$ cat src/rtl/alu_input_seq_if.sv
// Button/switch inputs and captured operand/opcode outputs of the ALU input sequencer.
// master drives buttons and switches; slave (the sequencer) drives the captured values and strobes.
interface alu_input_seq_if;
    logic        btn_a;
    logic        btn_b;
    logic        btn_f;
    logic [31:0] SW;
    logic [31:0] a_out;
    logic [31:0] b_out;
    logic [3:0]  op_out;
    logic        exec_pulse;
    logic [1:0]  state;
    logic        ignored_pulse;

    modport master (
        output btn_a, btn_b, btn_f, SW,
        input  a_out, b_out, op_out, exec_pulse, state, ignored_pulse
    );

    modport slave (
        input  btn_a, btn_b, btn_f, SW,
        output a_out, b_out, op_out, exec_pulse, state, ignored_pulse
    );
endinterface

$ cat src/rtl/alu_input_seq.sv
// Sync/debounce three buttons, capture A, B, opcode in order, then strobe exec for one cycle.
// Latency: raw rise before edge E0 -> capture visible after E0+DB_CYCLES+3.
// Backpressure: none; presses arriving in the wrong state are dropped and flagged on ignored_pulse.
module alu_input_seq #(
    parameter int DB_CYCLES = 1000000,
    parameter int CNT_W     = 20
) (
    input  logic         clk,
    input  logic         rst,
    alu_input_seq_if.slave bus
);

    typedef enum logic [1:0] {
        IDLE    = 2'd0,
        HAVE_A  = 2'd1,
        HAVE_AB = 2'd2,
        EXEC    = 2'd3
    } state_t;

    localparam logic [CNT_W-1:0] CNT_LAST = CNT_W'(DB_CYCLES - 1);

    // Bit 0 = A, bit 1 = B, bit 2 = F throughout.
    logic [2:0]       btn_raw;
    logic [2:0]       s1, s2, db, db_d, press;
    logic [CNT_W-1:0] cnt [3];

    state_t      st_q, st_d;
    logic [31:0] a_q, a_d, b_q, b_d;
    logic [3:0]  op_q, op_d;
    logic        ign_q, ign_d;

    logic win_a, win_b, win_f, lost;

    assign btn_raw = {bus.btn_f, bus.btn_b, bus.btn_a};

    always_ff @(posedge clk) begin
        if (rst) begin
            s1    <= '0;
            s2    <= '0;
            db    <= '0;
            db_d  <= '0;
            press <= '0;
            for (int i = 0; i < 3; i++) cnt[i] <= '0;
        end else begin
            s1    <= btn_raw;
            s2    <= s1;
            db_d  <= db;
            press <= db & ~db_d;
            // Any return to the accepted level restarts the stability count.
            for (int i = 0; i < 3; i++) begin
                if (s2[i] == db[i]) begin
                    cnt[i] <= '0;
                end else if (cnt[i] == CNT_LAST) begin
                    db[i]  <= s2[i];
                    cnt[i] <= '0;
                end else begin
                    cnt[i] <= cnt[i] + CNT_W'(1);
                end
            end
        end
    end

    // Fixed priority A > B > F; any losing press in the same cycle is reported.
    assign win_a = press[0];
    assign win_b = press[1] & ~press[0];
    assign win_f = press[2] & ~press[1] & ~press[0];
    assign lost  = (press[0] & (press[1] | press[2])) | (press[1] & press[2]);

    always_comb begin
        st_d  = st_q;
        a_d   = a_q;
        b_d   = b_q;
        op_d  = op_q;
        ign_d = lost;
        case (st_q)
            IDLE: begin
                if (win_a) begin
                    a_d  = bus.SW;
                    st_d = HAVE_A;
                end else if (win_b || win_f) begin
                    ign_d = 1'b1;
                end
            end
            HAVE_A: begin
                if (win_a) begin
                    a_d = bus.SW;
                end else if (win_b) begin
                    b_d  = bus.SW;
                    st_d = HAVE_AB;
                end else if (win_f) begin
                    ign_d = 1'b1;
                end
            end
            HAVE_AB: begin
                if (win_a) begin
                    a_d  = bus.SW;
                    st_d = HAVE_A;
                end else if (win_b) begin
                    b_d = bus.SW;
                end else if (win_f) begin
                    op_d = bus.SW[3:0];
                    st_d = EXEC;
                end
            end
            EXEC: begin
                // Single-cycle state; A/B behave as in HAVE_AB, F cannot re-enter EXEC back to back.
                st_d = HAVE_AB;
                if (win_a) begin
                    a_d  = bus.SW;
                    st_d = HAVE_A;
                end else if (win_b) begin
                    b_d = bus.SW;
                end else if (win_f) begin
                    ign_d = 1'b1;
                end
            end
            default: st_d = IDLE;
        endcase
    end

    always_ff @(posedge clk) begin
        if (rst) begin
            st_q  <= IDLE;
            a_q   <= '0;
            b_q   <= '0;
            op_q  <= '0;
            ign_q <= 1'b0;
        end else begin
            st_q  <= st_d;
            a_q   <= a_d;
            b_q   <= b_d;
            op_q  <= op_d;
            ign_q <= ign_d;
        end
    end

    assign bus.a_out         = a_q;
    assign bus.b_out         = b_q;
    assign bus.op_out        = op_q;
    assign bus.exec_pulse    = (st_q == EXEC);
    assign bus.state         = st_q;
    assign bus.ignored_pulse = ign_q;

endmodule

$ cat src/flat_wrapper.sv
// flat-port wrapper written by rule: the top's interface ports become plain ports
module alu_input_seq_flat 
#(
    parameter int DB_CYCLES = 1000000,
    parameter int CNT_W     = 20
)
  (clk, rst, bus_btn_a, bus_btn_b, bus_btn_f, bus_SW, bus_a_out, bus_b_out, bus_op_out, bus_exec_pulse, bus_state, bus_ignored_pulse);
  alu_input_seq_if bus_i ();
  input  logic clk;
  input  logic rst;
  input wire logic [$bits(bus_i.btn_a)-1:0] bus_btn_a;
  input wire logic [$bits(bus_i.btn_b)-1:0] bus_btn_b;
  input wire logic [$bits(bus_i.btn_f)-1:0] bus_btn_f;
  input wire logic [$bits(bus_i.SW)-1:0] bus_SW;
  output wire logic [$bits(bus_i.a_out)-1:0] bus_a_out;
  output wire logic [$bits(bus_i.b_out)-1:0] bus_b_out;
  output wire logic [$bits(bus_i.op_out)-1:0] bus_op_out;
  output wire logic [$bits(bus_i.exec_pulse)-1:0] bus_exec_pulse;
  output wire logic [$bits(bus_i.state)-1:0] bus_state;
  output wire logic [$bits(bus_i.ignored_pulse)-1:0] bus_ignored_pulse;
  assign bus_i.btn_a = bus_btn_a;
  assign bus_i.btn_b = bus_btn_b;
  assign bus_i.btn_f = bus_btn_f;
  assign bus_i.SW = bus_SW;
  assign bus_a_out = bus_i.a_out;
  assign bus_b_out = bus_i.b_out;
  assign bus_op_out = bus_i.op_out;
  assign bus_exec_pulse = bus_i.exec_pulse;
  assign bus_state = bus_i.state;
  assign bus_ignored_pulse = bus_i.ignored_pulse;
  alu_input_seq #(.DB_CYCLES(DB_CYCLES), .CNT_W(CNT_W)) u_core (.clk(clk), .rst(rst), .bus(bus_i));
endmodule
$ cat config.mk
export PLATFORM = sky130hd
export DESIGN_NAME = alu_input_seq_flat
export DESIGN_NICKNAME = d
export VERILOG_FILES = /design/src/rtl/alu_input_seq_if.sv /design/src/rtl/alu_input_seq.sv /design/src/flat_wrapper.sv
export SDC_FILE = /design/constraint.sdc
export NUM_CORES = 1
export LEC_CHECK = 0
export ABC_CLOCK_PERIOD_IN_PS = 3400
export CAP_MARGIN = 20
export CORE_AREA = 5 5 113 115
export CTS_CLUSTER_SIZE = 20
export DETAILED_ROUTE_END_ITERATION = 8
export DIE_AREA = 0 0 118 120
export GPL_TIMING_DRIVEN = 0
export PLACE_DENSITY = 0.82
export SYNTH_ARGS = -nofsm -noshare
export SYNTH_HDL_FRONTEND = slang
export SYNTH_SLANG_ARGS = --single-unit
$ cat constraint.sdc
create_clock -name clk -period 3.4 [get_ports clk]
set_input_delay 0.34 -clock clk [delete_from_list [all_inputs] [get_ports clk]]
set_output_delay 0.34 -clock clk [all_outputs]
set_load 0.01 [all_outputs]
==> results of run 1 <==
[sequential cells by signal, indices dropped and copies added (netlist names)]
register / flops
u_core.db_d: 3
u_core.bus.b_out: 32
u_core.s2: 3
u_core.press: 3
u_core.bus.ignored_pulse: 1
u_core.db: 3
u_core.cnt: 60
u_core.bus.a_out: 32
u_core.bus.op_out: 4
u_core.bus.state: 2
u_core.s1: 3
[worst max-delay path: stages (launching register included)]
cell and delay, ns:
edfxtp_1 0.42, ha_1 0.21, nand3_1 0.28, or4_4 0.64, o21ai_2 0.42, buf_4 0.26
nor2_1 0.07
[where the power goes]
group          internal, mW  leakage (nW)  total (mW)  switching [mW]
registers              1.86          1.31        1.90          0.0382
logic                0.0684          1.21       0.143          0.0745
clock network          1.18         0.310        1.92           0.739
[path summary, 6_finish.rpt]
path / start / to / slack [ns] / cells past startpoint
max: u_core.cnt[1][0] / u_core.cnt[1][16] / 0.86 / 6
min: u_core.db_d[2] / u_core.press[2] / 0.38 / 1
max reg2reg: u_core.cnt[1][0] / u_core.cnt[1][16] / 0.86 / 6
min reg2reg: u_core.db_d[2] / u_core.press[2] / 0.38 / 1
[cell usage after synthesis (all sizes together), types with 15 or more instances]
| cell type | n |
|---|---|
| a21oi | 52 |
| clkbuf | 17 |
| dfxtp | 86 |
| edfxtp | 60 |
| inv | 16 |
| mux2i | 37 |
| nand2 | 85 |
| nand3 | 15 |
| nand4 | 16 |
| nor2 | 88 |
| xnor2 | 25 |
| xor2 | 17 |
[through the flow]
| stage | power (mW) | std cells | worst slack [ns] | hold WS (ns) |
|---|---|---|---|---|
| detailed placement | 2.07 | 947 | 0.879 | 0.377 |
| CTS | 3.97 | 979 | 0.862 | 0.388 |
| global placement | 2.06 | 947 | 0.923 | 0.373 |
| floorplan | 1.99 | 692 | 1.23 | 0.367 |
| finish | 3.95 | 979 | 0.861 | 0.381 |
| global route | 4.10 | 979 | 0.685 | 0.397 |
[metal layers]
layer | GRT usage | vias to the layer above
li1 | - | 2532
met4 | 0.0918 | 0
met3 | 0.0613 | 33
met2 | 0.389 | 146
met5 | 0 | -
met1 | 0.238 | 2452
[cells by family after synthesis]
logic type / synth area share
compound gates: 0.0661
buf+inv: 0.0276
other cells: 0.000598
xor+xnor: 0.0587
mux: 0.0591
flops: 0.562
simple gates: 0.220
fa+ha+maj: 0.00599
[final cells by class]
class | count | area, um2 | share of cell area
Inverter | 16 | 60.1 | 0.00717
Sequential cell | 146 | 3520 | 0.421
Tap cell | 147 | 184 | 0.0220
Buffer | 28 | 113 | 0.0135
Clock buffer | 19 | 475 | 0.0568
Multi-Input combinational cell | 502 | 2790 | 0.334
Timing Repair Buffer | 108 | 1080 | 0.129
Clock inverter | 13 | 141 | 0.0169
==> impl_metrics.toml, run 1 <==
[cts]
insertion_delay_ns = 0.42
cts_setup_buffers = 0
cts_max_level = 4
clk_pin_slew_ns = 0.06
numCtsBuffers = 17
cts_hold_buf = 0
cts.path.max_buffers = 2
ctsResizeCount = 0
cts_tree = "done"
cts_sinks = 146
cts_root_buffer = "clkbuf_16"

[routing]
via_count = 5163
drc = 0
wl_um = 14800
post_drt_wl_per_cell_um = 15.1
drtPass1Iterations = 5
first_iter_violations = 373
met3RoutedLength_um = 783
dr_wl_met2_um = 7600
ant_nets = 0
viasPerCell = 5.27
wl_met1_um = 5910
routed.top_layer = "met4"

[global_routing]
grt_max_degree = 17
grt_pass1_vias = 5271
grt_pass1_wl_um = 25000
antenna_found_initial = 0
overflow = 0
grt_usage = 0.216

[synth]
yosys.area.top_type = "edfxtp_1"
postSynthCellCount = 633
synth.avg_cell_area_um2 = 9.90
syn-cell-area_um2 = 6270
synthDistinctLibCells = 43
synthArstFlopShare = 0
ys_seq_area_frac = 0.562
ys_ff_latch = 146
synth_edf_count = 60
synth_area_leaders = "edfxtp_1, dfxtp_1, mux2i_1"
ys_warn_count = 0
ys.flop_type = "dfxtp_1"
yosysTopAreaCellShare = 0.287

[worst_setup_path]
startpoint_type = "flop"
crit_required_ns = 3.57
cp-end-kind = "flop"
cp_max_fo = 10
cp.arrival_ns = 2.71
crit_type = "reg -> reg"

[cells_and_area]
area_delta_synth_final_pct = 33.6
final_cell_mix = "clkdlybuf4s50_1, nor2_1, dfxtp_1"
fin_util = 0.715
diodes = 0
layout_commonest_cell = "clkdlybuf4s50_1"
nets = 859
drive_above_1_share = 0.0541
num-fill-cells = 858
post-route-cell-area_um2 = 8370

[floorplan]
fp.dieH_um = 120
rows = 40
boundaryPins = 109
core_area_um2 = 11700
die-area_um2 = 14200
start_util = 0.535
fp.dieW_um = 118

[placement]
dp_hpwl_um = 11000
placed_area_um2 = 7750
gp_congestion = 0.870
numPortBuffers = 108

[power]
p_leak_nw = 2.83
vdd_ir_drop_max_v = 0.000277
p_per_area_nw_per_um2 = 472

[timing]
drv_slew = 0
min_period_ns = 2.54
relSlewSlack = 0.341
tightest_slew_ns = 0.980
grt_setup_unrepaired = "no"
setup_viol = 0
post-route-period-util = 0.747
finalSetupTns_ns = 0
hold_viol = 0
max_freq_mhz = 394
finClkSkew_ns = 0.00830

[hold_path]
hold_class = "reg -> reg"

[run]
maxCapViolCount = 0

[status]
status = "completed"
Power figures use the tool's default switching activity.
==> run 2: changes to the inputs <==
--- a/config.mk
+++ b/config.mk
@@ -5,14 +5,14 @@
 export SDC_FILE = /design/constraint.sdc
 export NUM_CORES = 1
 export LEC_CHECK = 0
-export ABC_CLOCK_PERIOD_IN_PS = 3400
+export ABC_CLOCK_PERIOD_IN_PS = 2300
 export CAP_MARGIN = 20
-export CORE_AREA = 5 5 113 115
+export CORE_AREA = 5 5 121 123
 export CTS_CLUSTER_SIZE = 20
 export DETAILED_ROUTE_END_ITERATION = 8
-export DIE_AREA = 0 0 118 120
+export DIE_AREA = 0 0 126 128
 export GPL_TIMING_DRIVEN = 0
-export PLACE_DENSITY = 0.82
+export PLACE_DENSITY = 0.75
 export SYNTH_ARGS = -nofsm -noshare
 export SYNTH_HDL_FRONTEND = slang
 export SYNTH_SLANG_ARGS = --single-unit
==> constraint.sdc (replaced) <==
create_clock -name clk -period 2.3 [get_ports clk]
set_input_delay 0.23 -clock clk [delete_from_list [all_inputs] [get_ports clk]]
set_output_delay 0.23 -clock clk [all_outputs]
set_load 0.01 [all_outputs]
==> run 2 against run 1 <==
  * Register-to-register slack worse by 0.81 ns
  * Clock skew up 0.00074 ns
  * Critical path depth fell by 1
  * Setup slack lost 0.81 ns
  * Critical path type unchanged
  * Flip-flop and latch count unchanged
  * Highest routed layer unchanged
  * Largest power group is now registers
  * Hold slack improved by 0.00081 ns
  * Combinational power grew 53%
==> impl_metrics.toml, run 2 (synthesis results as in run 1) <==
[global_routing]
antenna_found_initial = 0
grt_pass1_vias = 4954
grt_pass1_wl_um = 23400
grt_max_degree = 17
overflow = 0
grt_usage = 0.179

[cells_and_area]
regArea_um2 = 3520
fin_util = 0.622
num-fill-cells = 1129
final_cell_mix = "clkdlybuf4s50_1, nor2_1, dfxtp_1"
layout_commonest_cell = "clkdlybuf4s50_1"
area_delta_synth_final_pct = 34.5
largest_reg_flops = 60
finalNonFillerCells = 1019
post-route-cell-area_um2 = 8430
multiInputGateArea_um2 = 2830
regMostFlops = "u_core.cnt"
nets = 866
diodes = 0
drive_above_1_share = 0.0596

[power]
total_power_mw = 5.49
vdd_ir_drop_max_v = 0.000429
p_per_area_nw_per_um2 = 651
p_leak_nw = 2.83

[cts]
cts.path.max_buffers = 2
numCtsBuffers = 17
cts_tree = "done"
cts_root_buffer = "clkbuf_16"
insertion_delay_ns = 0.42
cts_max_level = 4
cts_sinks = 146
clk_pin_slew_ns = 0.06

[worst_setup_path]
cp_max_fo = 10
r2r_end = "u_core.cnt[0][5]"
crit_type = "reg -> reg"
crit_required_ns = 2.47
crit_path_top_delay_cell = "or4_4"
path_cells = "or4b_1 > or4_4 > o21ai_2 > buf_6 > nor2_1"
r2r_slack_ns = 0.05
cp.arrival_ns = 2.42
cp-end-kind = "flop"
startpoint_type = "flop"
worstRegToRegCells = 5
cp-startpoint = "u_core.cnt[0][6]"
r2r_start = "u_core.cnt[0][6]"
endpoint = "u_core.cnt[0][5]"
max_stage_delay_ns = 0.55

[status]
status = "completed"

[floorplan]
die-area_um2 = 16100
boundaryPins = 109
core_area_um2 = 13600
fp.dieH_um = 128
start_util = 0.462
fp.dieW_um = 126
rows = 43

[hold_path]
hold_class = "reg -> reg"

[timing]
tightest_slew_ns = 1.02
finClkSkew_ns = 0.00904
post-route-period-util = 0.977
setup_ws_ns = 0.0536
max_freq_mhz = 445
setup_viol = 0
min_period_ns = 2.25
hold_ws_ns = 0.382
drv_slew = 0
relSlewSlack = 0.317
finalSetupTns_ns = 0
hold_viol = 0

[placement]
placed_area_um2 = 7790
dp_hpwl_um = 10500
gp_congestion = 0.832
numPortBuffers = 108
post-place-ws_ns = -0.271
dp.cells = 980

[routing]
wl_um = 14400
drtPass1Iterations = 4
ant_nets = 0
first_iter_violations = 176
post_drt_wl_per_cell_um = 14.1
via_count = 5168
viasPerCell = 5.07
drc = 0

[run]
maxCapViolCount = 0
==> run 2: cell types whose count changed in the layout (fill, tap and decap cells not counted), moves of 2 or more <==
cell / delta
buf_2: -2
buf_4: +7
buf_6: +2
bufinv_16: -2
clkbuf_1: +3
clkinv_1: +3
inv_4: -2
inv_6: -3
nand3_1: -2
nand3_2: +2
o21ai_4: +2
==> run 2: worst min-delay path by stage <==
| stage | endpoint | cells past startpoint | slack (ns) | from |
|---|---|---|---|---|
| after floorplan | u_core.db_d[0] | 1 | 0.31 | rst |
| final | u_core.press[1] | 1 | 0.38 | u_core.db_d[1] |
| after CTS | u_core.press[1] | 1 | 0.38 | u_core.db_d[1] |
| after global routing | u_core.bus.b_out[14] | 3 | 0.39 | bus_SW[14] |
| after global placement | u_core.press[2] | 1 | 0.37 | u_core.db_d[2] |
| after detailed placement | u_core.press[1] | 1 | 0.37 | u_core.db_d[1] |
==> run 2: what timing repair did <==
| action | 4_1_cts | 5_1_grt |
|---|---|---|
| pin swaps | 1 | 2 |
| gates resized for setup | 6 | 4 |
| setup endpoints to repair | 49 | 30 |
| setup buffers | 2 | 5 |
| cloned | 0 | 0 |
| hold buffers | 0 | 0 |
| endpoints found under the hold margin | 0 | 0 |
==> run 2: report_power, final <==
part           internal [mW]  switching (mW)  total, mW
logic                  0.108           0.111      0.219
clock network           1.46            1.01       2.47
registers               2.75          0.0552       2.80
==> run 2: final cells by class <==
class / instances / share of cell area
well taps: 180 / 0.0267
inverters: 16 / 0.00713
clock inverters: 10 / 0.00698
clock buffers: 22 / 0.0564
flip-flops and latches: 146 / 0.418
repair buffers: 115 / 0.135
plain buffers: 28 / 0.0148
multi-input cells: 502 / 0.335
==> run 2: routing by layer <==
layer / vias up / share of wire / GRT usage
met3: 37 / 0.055 / 0.0538
met4: 0 / 0.032 / 0.0770
met1: 2444 / 0.42 / 0.212
met5: - / 0 / 0
li1: 2541 / - / -
met2: 146 / 0.49 / 0.305
==> run 2: critical path: cells and delay by family (launching register included) <==
| kind | cells | cell delay (ns) |
|---|---|---|
| simple gates | 3 | 1.10 |
| compound gates | 1 | 0.22 |
| flops | 1 | 0.50 |
| buf+inv | 1 | 0.17 |
==> run 3: changes to the inputs <==
--- a/config.mk
+++ b/config.mk
@@ -5,14 +5,14 @@
 export SDC_FILE = /design/constraint.sdc
 export NUM_CORES = 1
 export LEC_CHECK = 0
-export ABC_CLOCK_PERIOD_IN_PS = 2300
+export ABC_CLOCK_PERIOD_IN_PS = 2400
 export CAP_MARGIN = 20
-export CORE_AREA = 5 5 121 123
+export CORE_AREA = 5 5 115 117
 export CTS_CLUSTER_SIZE = 20
 export DETAILED_ROUTE_END_ITERATION = 8
-export DIE_AREA = 0 0 126 128
+export DIE_AREA = 0 0 120 122
 export GPL_TIMING_DRIVEN = 0
-export PLACE_DENSITY = 0.75
+export PLACE_DENSITY = 0.79
 export SYNTH_ARGS = -nofsm -noshare
 export SYNTH_HDL_FRONTEND = slang
 export SYNTH_SLANG_ARGS = --single-unit
==> constraint.sdc (replaced) <==
create_clock -name clk -period 2.4 [get_ports clk]
set_input_delay 0.24 -clock clk [delete_from_list [all_inputs] [get_ports clk]]
set_output_delay 0.24 -clock clk [all_outputs]
set_load 0.01 [all_outputs]
==> run 3 against run 2 <==
  * Total power is 1.4% lower
  * Final cell count is 3.1% lower
  * Clock power is 2% higher
  * Core utilization is 6.3 points higher
  * First-iteration DRC count is 55% higher
==> impl_metrics.toml, run 3 (synthesis results as in run 1) <==
[timing]
relSlewSlack = 0.299
min_period_ns = 2.28
finClkSkew_ns = 0.00685
hold_ws_ns = 0.380
hold_viol = 0
setup_viol = 0
max_freq_mhz = 438
post-route-period-util = 0.951
tightest_slew_ns = 1.04
finalSetupTns_ns = 0
grt_setup_unrepaired = "no"
drv_slew = 0

[cells_and_area]
layout_commonest_cell = "clkdlybuf4s50_1"
area_delta_synth_final_pct = 34.0
final_cell_mix = "clkdlybuf4s50_1, nor2_1, dfxtp_1"
regMostFlops = "u_core.cnt"
largest_reg_flops = 60
fin_util = 0.685
diodes = 0
drive_above_1_share = 0.0585
nets = 864

[routing]
drc = 0
first_iter_violations = 273
ant_nets = 0
drtPass1Iterations = 4
via_count = 5144
wl_um = 14800
viasPerCell = 5.21
post_drt_wl_per_cell_um = 15.0

[floorplan]
rows = 41
fp.dieW_um = 120
boundaryPins = 109
die-area_um2 = 14600
fp.dieH_um = 122
core_area_um2 = 12300
start_util = 0.511

[power]
p_leak_nw = 2.84
vdd_ir_drop_max_v = 0.000512
p_per_area_nw_per_um2 = 645

[global_routing]
overflow = 0
grt_pass1_vias = 5037
grt_pass1_wl_um = 23900
antenna_found_initial = 0
grt_max_degree = 17
grt_usage = 0.206

[placement]
gp_congestion = 0.872
numPortBuffers = 108
dp_hpwl_um = 10900

[status]
status = "completed"

[cts]
cts_hold_buf = 0
cts.path.max_buffers = 2
numCtsBuffers = 17
cts_tree = "done"
insertion_delay_ns = 0.42
cts_max_level = 4
clk_pin_slew_ns = 0.06
cts_sinks = 146
cts_root_buffer = "clkbuf_16"

[hold_path]
hold_class = "reg -> reg"

[worst_setup_path]
cp_max_fo = 10
cp.arrival_ns = 2.45
startpoint_type = "flop"
crit_required_ns = 2.57
crit_type = "reg -> reg"
cp-end-kind = "flop"

[run]
maxCapViolCount = 0
run 3: per-layer routing:
metal	track usage	up-vias	part of all wire	wire, um
li1	-	2538	-	-
met1	0.231	2432	0.40	5970
met2	0.369	138	0.52	7680
met3	0.0497	36	0.050	747
met4	0.0952	0	0.028	411
met5	0	-	0	0
run 3: final timing paths:
path	start	end	slack, ns	cells past startpoint
worst max register to register	u_core.cnt[2][0]	u_core.cnt[2][10]	0.12	7
worst max-delay path	u_core.cnt[2][0]	u_core.cnt[2][10]	0.12	7
worst min-delay path	u_core.db_d[2]	u_core.press[2]	0.38	1
worst min register to register	u_core.db_d[2]	u_core.press[2]	0.38	1
run 3: area by class of cell:
class | instances | area, um2
Fill cell | 952 | 3860
Sequential cell | 146 | 3520
Multi-Input combinational cell | 502 | 2820
Timing Repair Buffer | 113 | 1120
Clock buffer | 24 | 526
Tap cell | 150 | 188
Buffer | 28 | 118
Inverter | 16 | 60.1
Clock inverter | 8 | 45.0
run 3: what timing repair did:
action / in CTS / in global routing
setup endpoints to repair: 20 / 30
gates resized for setup: 4 / 4
endpoints found under the hold margin: 0 / 0
setup buffers: 0 / 5
pin swaps: 0 / 1
run 3: metrics by stage:
step	setup slack [ns]	area (um2)	std cells	power (mW)
after global routing	0.00219	8400	987	5.59
after global placement	-0.0837	7760	950	2.92
after CTS	0.0608	8350	982	5.43
after detailed placement	-0.119	7760	950	2.93
final	0.118	8400	987	5.41
after floorplan	0.228	6490	692	2.82
run 3: power breakdown:
group | internal [mW] | switching [mW]
Combinational | 0.102 | 0.107
Sequential | 2.63 | 0.0531
Clock | 1.53 | 0.993
run 3: critical path, cell delays in order, from the launching register on:
cell and delay (ns):
edfxtp_1 0.42, ha_1 0.22, nand3_2 0.20, or2_2 0.34, clkbuf_1 0.17, o21ai_4 0.32
buf_2 0.28, nor2_1 0.07
